[src/rtl/mem_controller.sv]
// Byte-serial RAM/IO port sequencer shared by instruction fetch and the load/store buffer.
// Serializes word fetches and LSB loads/stores into 1/2/4 byte cycles and returns assembled results.
module mem_controller #(
  parameter logic [31:0] IO_BASE      = 32'h00030000,
  parameter int          IO_SPAN_LOG2 = 3
) (
  input  logic        clk,
  input  logic        rst,
  input  logic        rdy,
  input  logic        flush,
  input  logic [7:0]  mem_din,
  output logic [7:0]  mem_dout,
  output logic [31:0] mem_a,
  output logic        mem_wr,
  input  logic        io_buffer_full,
  input  logic        if_req,
  input  logic [31:0] if_addr,
  output logic        if_done,
  output logic [31:0] if_data,
  input  logic [4:0]  ls_oprand,
  input  logic [31:0] ls_addr,
  input  logic [31:0] ls_data,
  output logic [1:0]  ls_ready,
  output logic [31:0] ls_mem_data
);
  typedef enum logic [1:0] {IDLE, FETCH, LOAD, STORE} state_t;

  state_t          state, state_n;
  logic [31:0]     base;
  logic [2:0]      nb, cnt, cm1, f3, ls_nb;
  logic [3:0][7:0] rbuf, sbuf;
  logic [31:0]     ext;
  logic            io_st, rsv, wr_q, ls_io, ls_blk;
  logic            take_ls, take_if, rd_step, rd_last, rd_done, st_step, st_block, st_done, ls_fin;

  assign ls_nb  = (ls_oprand[1:0] == 2'b00) ? 3'd1 : (ls_oprand[1:0] == 2'b01) ? 3'd2 : 3'd4;
  assign ls_io  = ls_addr[31:IO_SPAN_LOG2] == IO_BASE[31:IO_SPAN_LOG2];
  assign ls_blk = ls_oprand[3] && ls_io && io_buffer_full;
  assign cm1    = cnt - 3'd1;
  assign mem_wr = wr_q & rdy;

  always_comb begin
    state_n  = state;
    take_ls  = 1'b0;
    take_if  = 1'b0;
    rd_step  = 1'b0;
    rd_last  = 1'b0;
    rd_done  = 1'b0;
    st_step  = 1'b0;
    st_block = 1'b0;
    st_done  = 1'b0;
    case (state)
      IDLE: if (!flush) begin
        // A reserved cycle belongs to fetch; otherwise the LSB always wins.
        if (rsv)                             take_if = if_req;
        else if (ls_ready[0] && ls_oprand[4]) take_ls = 1'b1;
        else                                  take_if = if_req;
        if (take_ls)      state_n = ls_oprand[3] ? STORE : LOAD;
        else if (take_if) state_n = FETCH;
      end
      FETCH, LOAD: begin
        if (flush)            state_n = IDLE;
        else if (cnt < nb)    rd_step = 1'b1;
        else if (cnt == nb)   rd_last = 1'b1;
        else begin
          rd_done = 1'b1;
          state_n = IDLE;
        end
      end
      STORE: begin
        if (cnt == nb) begin
          st_done = 1'b1;
          state_n = IDLE;
        end else if (io_st && io_buffer_full) st_block = 1'b1;
        else                                  st_step  = 1'b1;
      end
      default: state_n = IDLE;
    endcase
    ls_fin = st_done || (rd_done && state == LOAD);
  end

  always_comb begin
    case (f3)
      3'b000:  ext = {{24{rbuf[0][7]}}, rbuf[0]};
      3'b001:  ext = {{16{rbuf[1][7]}}, rbuf[1], rbuf[0]};
      3'b100:  ext = {24'd0, rbuf[0]};
      3'b101:  ext = {16'd0, rbuf[1], rbuf[0]};
      default: ext = rbuf;
    endcase
  end

  always_ff @(posedge clk) begin
    if (rst) begin
      state       <= IDLE;
      mem_a       <= '0;
      mem_dout    <= '0;
      wr_q        <= 1'b0;
      if_done     <= 1'b0;
      if_data     <= '0;
      ls_ready    <= '0;
      ls_mem_data <= '0;
      base        <= '0;
      nb          <= '0;
      cnt         <= '0;
      f3          <= '0;
      rbuf        <= '0;
      sbuf        <= '0;
      io_st       <= 1'b0;
      rsv         <= 1'b0;
    end else if (rdy) begin
      state       <= state_n;
      if_done     <= 1'b0;
      ls_ready[1] <= 1'b0;
      // Fetch still waiting when an LSB op retires gets the next IDLE slot.
      rsv         <= ls_fin && if_req;
      ls_ready[0] <= (state_n == IDLE) && !(ls_fin && if_req);
      if (take_ls) begin
        base     <= ls_addr;
        nb       <= ls_nb;
        f3       <= ls_oprand[2:0];
        sbuf     <= ls_data;
        io_st    <= ls_io;
        mem_a    <= ls_addr;
        mem_dout <= ls_data[7:0];
        wr_q     <= ls_oprand[3] && !ls_blk;
        cnt      <= ls_blk ? 3'd0 : 3'd1;
      end
      if (take_if) begin
        base  <= if_addr;
        nb    <= 3'd4;
        f3    <= 3'b010;
        io_st <= 1'b0;
        mem_a <= if_addr;
        cnt   <= 3'd1;
      end
      if (rd_step) begin
        mem_a          <= base + {29'd0, cnt};
        rbuf[cm1[1:0]] <= mem_din;
        cnt            <= cnt + 3'd1;
      end
      if (rd_last) begin
        rbuf[cm1[1:0]] <= mem_din;
        cnt            <= cnt + 3'd1;
      end
      if (rd_done) begin
        if (state == FETCH) begin
          if_done <= 1'b1;
          if_data <= rbuf;
        end else begin
          ls_ready[1] <= 1'b1;
          ls_mem_data <= ext;
        end
      end
      if (st_step) begin
        mem_a    <= base + {29'd0, cnt};
        mem_dout <= sbuf[cnt[1:0]];
        wr_q     <= 1'b1;
        cnt      <= cnt + 3'd1;
      end
      if (st_block) wr_q <= 1'b0;
      if (st_done) begin
        wr_q        <= 1'b0;
        ls_ready[1] <= 1'b1;
      end
    end
  end
endmodule

[config.mk]
export PLATFORM = sky130hd
export DESIGN_NAME = mem_controller
export DESIGN_NICKNAME = d
export VERILOG_FILES = /design/src/rtl/mem_controller.sv
export SDC_FILE = /design/constraint.sdc
export NUM_CORES = 1
export LEC_CHECK = 0
export BUFFER_PORTS_ARGS = -buffer_cell sky130_fd_sc_hd__buf_2
export CAP_MARGIN = 10
export CORE_ASPECT_RATIO = 1.4
export CORE_MARGIN = 5
export CORE_UTILIZATION = 35
export DETAILED_ROUTE_END_ITERATION = 10
export SYNTH_ARGS = -nofsm -noshare
export SYNTH_HDL_FRONTEND = slang
export SYNTH_SLANG_ARGS = --single-unit
[constraint.sdc]
create_clock -name clk -period 4.73 [get_ports clk]
set_clock_uncertainty 0.05 [all_clocks]
set_input_delay 0.2365 -clock clk [delete_from_list [all_inputs] [get_ports clk]]
set_output_delay 0.2365 -clock clk [all_outputs]
set_load 0.03 [all_outputs]
==> results_dict.tcl <==
set metrics [dict create \
    critPathCaptureType "flip-flop" \
    finalNetCount 1534 \
    synth_seq_cells 217 \
    gr-total-overflow 0 \
    period_minus_slack_ns 3.11 \
    tritoncts "built" \
    drtIter0Drc 503 \
    max_cap_violations 0 \
    cts_made_buffers 23 \
    worst_ep_required_time_ns 5.11 \
    clk_latency_ns 0.51 \
    finalInstanceArea_sq_um 12600 \
    vias 9542 \
    ctsHtreeMaxLevel 1 \
    holdPathStages 3 \
    die_area_sq_um 32500 \
    start_util_pct 35.6 \
    fp.dieW_um 154 \
    yosys_warnings 0 \
    gp_congestion 0.861 \
    dpl_cell_area_sq_um 11400 \
    routedWlPerCell_um 18.8 \
    dr.pass1.iters 5 \
    post_cts_resized 0 \
    max-vdd-ir-drop_mv 0.273 \
    antenna_found_initial 4 \
    fmax_mhz 322 \
    ff2ff_path_depth 7 \
    hp-class "input port to flip-flop" \
    startpoint_type "flip-flop" \
    hold_buffers 43 \
    layout_setup_ws_ns 1.62 \
    hold_start "mem_din[4]" \
    io_pins 223 \
    tightest_slew_ns 1.15 \
    cts_setup_buffers 0 \
    drv_slew 0 \
    area_delta_synth_final_pct 23.9 \
    vias_per_cell 5.32 \
    total_power_mw 4.27 \
    synth_nets 1318 \
    grt_pass1_wl_um 52300 \
    yosysSeqAreaShare_pct 42.8 \
    setup_tns_ns 0 \
    netlist.area_leader.share_pct 42.8 \
    fill_cells 2897 \
    synth_cells 1188 \
    num_rows 73 \
    io_buffers 222 \
    syn_avg_cell_area_sq_um 8.54 \
    finalCritPeriodShare_pct 65.7 \
    synth_ff_type "dfxtp_1" \
    clockBufferDepth 3 \
    hold_viol 0 \
    r2r_slack_ns 1.62 \
    synth_edf_count 0 \
    rsz0062_at_grt "no" \
    r2r_start "cnt[1]" \
    r2r-end "mem_a[27]" \
    power.density_nw_per_um2 340 \
    cp.arrival_ns 3.49 \
    synth_cell_type_count 80 \
    drc 0 \
    coreArea_sq_um 28500 \
    async_flop_share_pct 0 \
    syn_area_sq_um 10100 \
    cts-root-buf "clkbuf_16" \
    synth_area_leader_cell "dfxtp_1" \
    maxSlewHeadroom_pct 23.0 \
    path_class "flip-flop to flip-flop" \
    ant_nets 0 \
    p_leak_nw 5.27 \
    min_to "rbuf[12]" \
    dp_slack_ns 1.64 \
    clkSinkCount 217 \
    grt_use_total_pct 19.8 \
    wirelength_um 33700 \
    dp_hpwl_um 23500 \
    grt_pass1_vias 9315 \
    status "completed" \
    synthTopCellsByArea "dfxtp_1, nand2_1, a21oi_1" \
    final_layout_size_suffix_gt1_share_pct 23.1 \
    setup_viol_count_final 0 \
    worstPathMaxFanout 26 \
    grt_max_degree 104 \
    clk_pin_slew_ns 0.07 \
    die_y_um 211 \
]
[Yosys cell counts, types with 7 or more instances]
library cell and number:
nand3_1 48, nand2_1 226, nor3_1 10, nand4_1 10, a311oi_1 17, buf_6 13, nor4_1 9, o31ai_1 8
mux4_2 8, nor2_1 79, or4_1 8, a21o_1 7, a211oi_1 17, and3_1 16, ha_1 14, a31o_2 7
dfxtp_1 217, mux2i_1 48, xnor2_1 14, clkbuf_1 50, buf_2 18, o21ai_0 59, inv_1 17, a21oi_1 151
[metrics by stage]
stage / std cells / hold WS, ns / util (%)
after detailed placement: 1711 / 0.395 / 39.9
final: 1793 / 0.0285 / 44.1
after global placement: 1711 / 0.390 / 39.9
after global routing: 1793 / 0.0251 / 44.1
after floorplan: 1188 / 0.322 / -
after CTS: 1792 / 0.00585 / 44.1
[cell families (layout without fill, tap and decap cells)]
group	count (synthesis)	in the layout	synth area share, %
AND/OR/NAND/NOR	460	460	22.4
AO/OA/AOI/OAI	317	317	19.3
flip-flops	217	217	42.8
buffers and inverters	103	332	5.22
multiplexers	60	60	6.96
XOR/XNOR	16	16	1.38
adder cells (fa/ha/maj)	15	15	1.92
other	0	1	0
[flip-flops by register name, indices dropped and copies added, names as in the netlist]
signal,cells
mem_dout,8
base,32
nb,3
ls_ready,2
rbuf,32
if_data,32
rsv,1
sbuf,32
if_done,1
wr_q,1
cnt,3
f3,3
ls_mem_data,32
io_st,1
mem_a,32
state,2
[worst max path at each step]
stage / slack [ns] / to / cells after the start / startpoint
final: 1.62 / mem_a[27] / 7 / cnt[1]
after global routing: 1.44 / mem_a[27] / 7 / cnt[1]
after CTS: 1.65 / mem_a[27] / 7 / cnt[1]
after detailed placement: 1.64 / mem_a[27] / 7 / cnt[1]
after global placement: 1.68 / mem_a[27] / 7 / cnt[1]
after floorplan: 2.28 / ls_mem_data[10] / 10 / cnt[0]
[cell usage in the layout, fill, tap and decap left out, types with 5 or more instances in the layout]
cell and count:
a31o_2 7, mux2i_1 48, clkinv_2 5, dfxtp_1 217, nor4_1 9, o21ai_0 59, buf_4 12, inv_1 17
o31ai_1 8, a21o_1 7, and3_1 16, nor3_1 10, nand4_1 10, a211oi_1 17, o22ai_1 6, a311oi_1 17
dlygate4sd3_1 43, nand2_1 226, o211a_1 6, a221oi_2 5, or4_1 8, ha_1 14, mux4_2 8, nor2_1 78
clkbuf_16 23, nand3_1 48, xnor2_1 14, a21oi_1 151, buf_2 221, and4_1 5
[area by class of cell]
cell class	count	area (sq um)	share of cell area [%]
clock inverter	10	153	1.21
multi-input combinational	868	5280	42.0
antenna	1	2.50	0.0199
inverter	17	63.8	0.508
clock buffer	28	614	4.89
sequential	217	4340	34.6
tap	375	469	3.73
timing repair buffer	277	1640	13.0
[worst max-delay path: stages, from the launching register on]
cell	delay (ns)
dfxtp_1	0.76
ha_1	0.25
nand3_1	0.16
and3_1	0.25
nor3_4	0.93
buf_4	0.31
a21oi_1	0.09
a221oi_2	0.23
[power by group]
group          switching (mW)  internal, mW  leakage (nW)
Combinational           0.297         0.176          3.14
Clock                   0.739          1.14         0.378
Sequential             0.0449          1.88          1.76
[metal layers]
metal	up-vias	global-route usage, %	routed length [um]
met5	-	0	34
met4	6	6.55	1060
met3	63	3.97	2370
met2	344	34.8	16800
met1	4483	24.3	13500
li1	4646	-	-
Note: power is estimated with default switching activity, not from simulation.
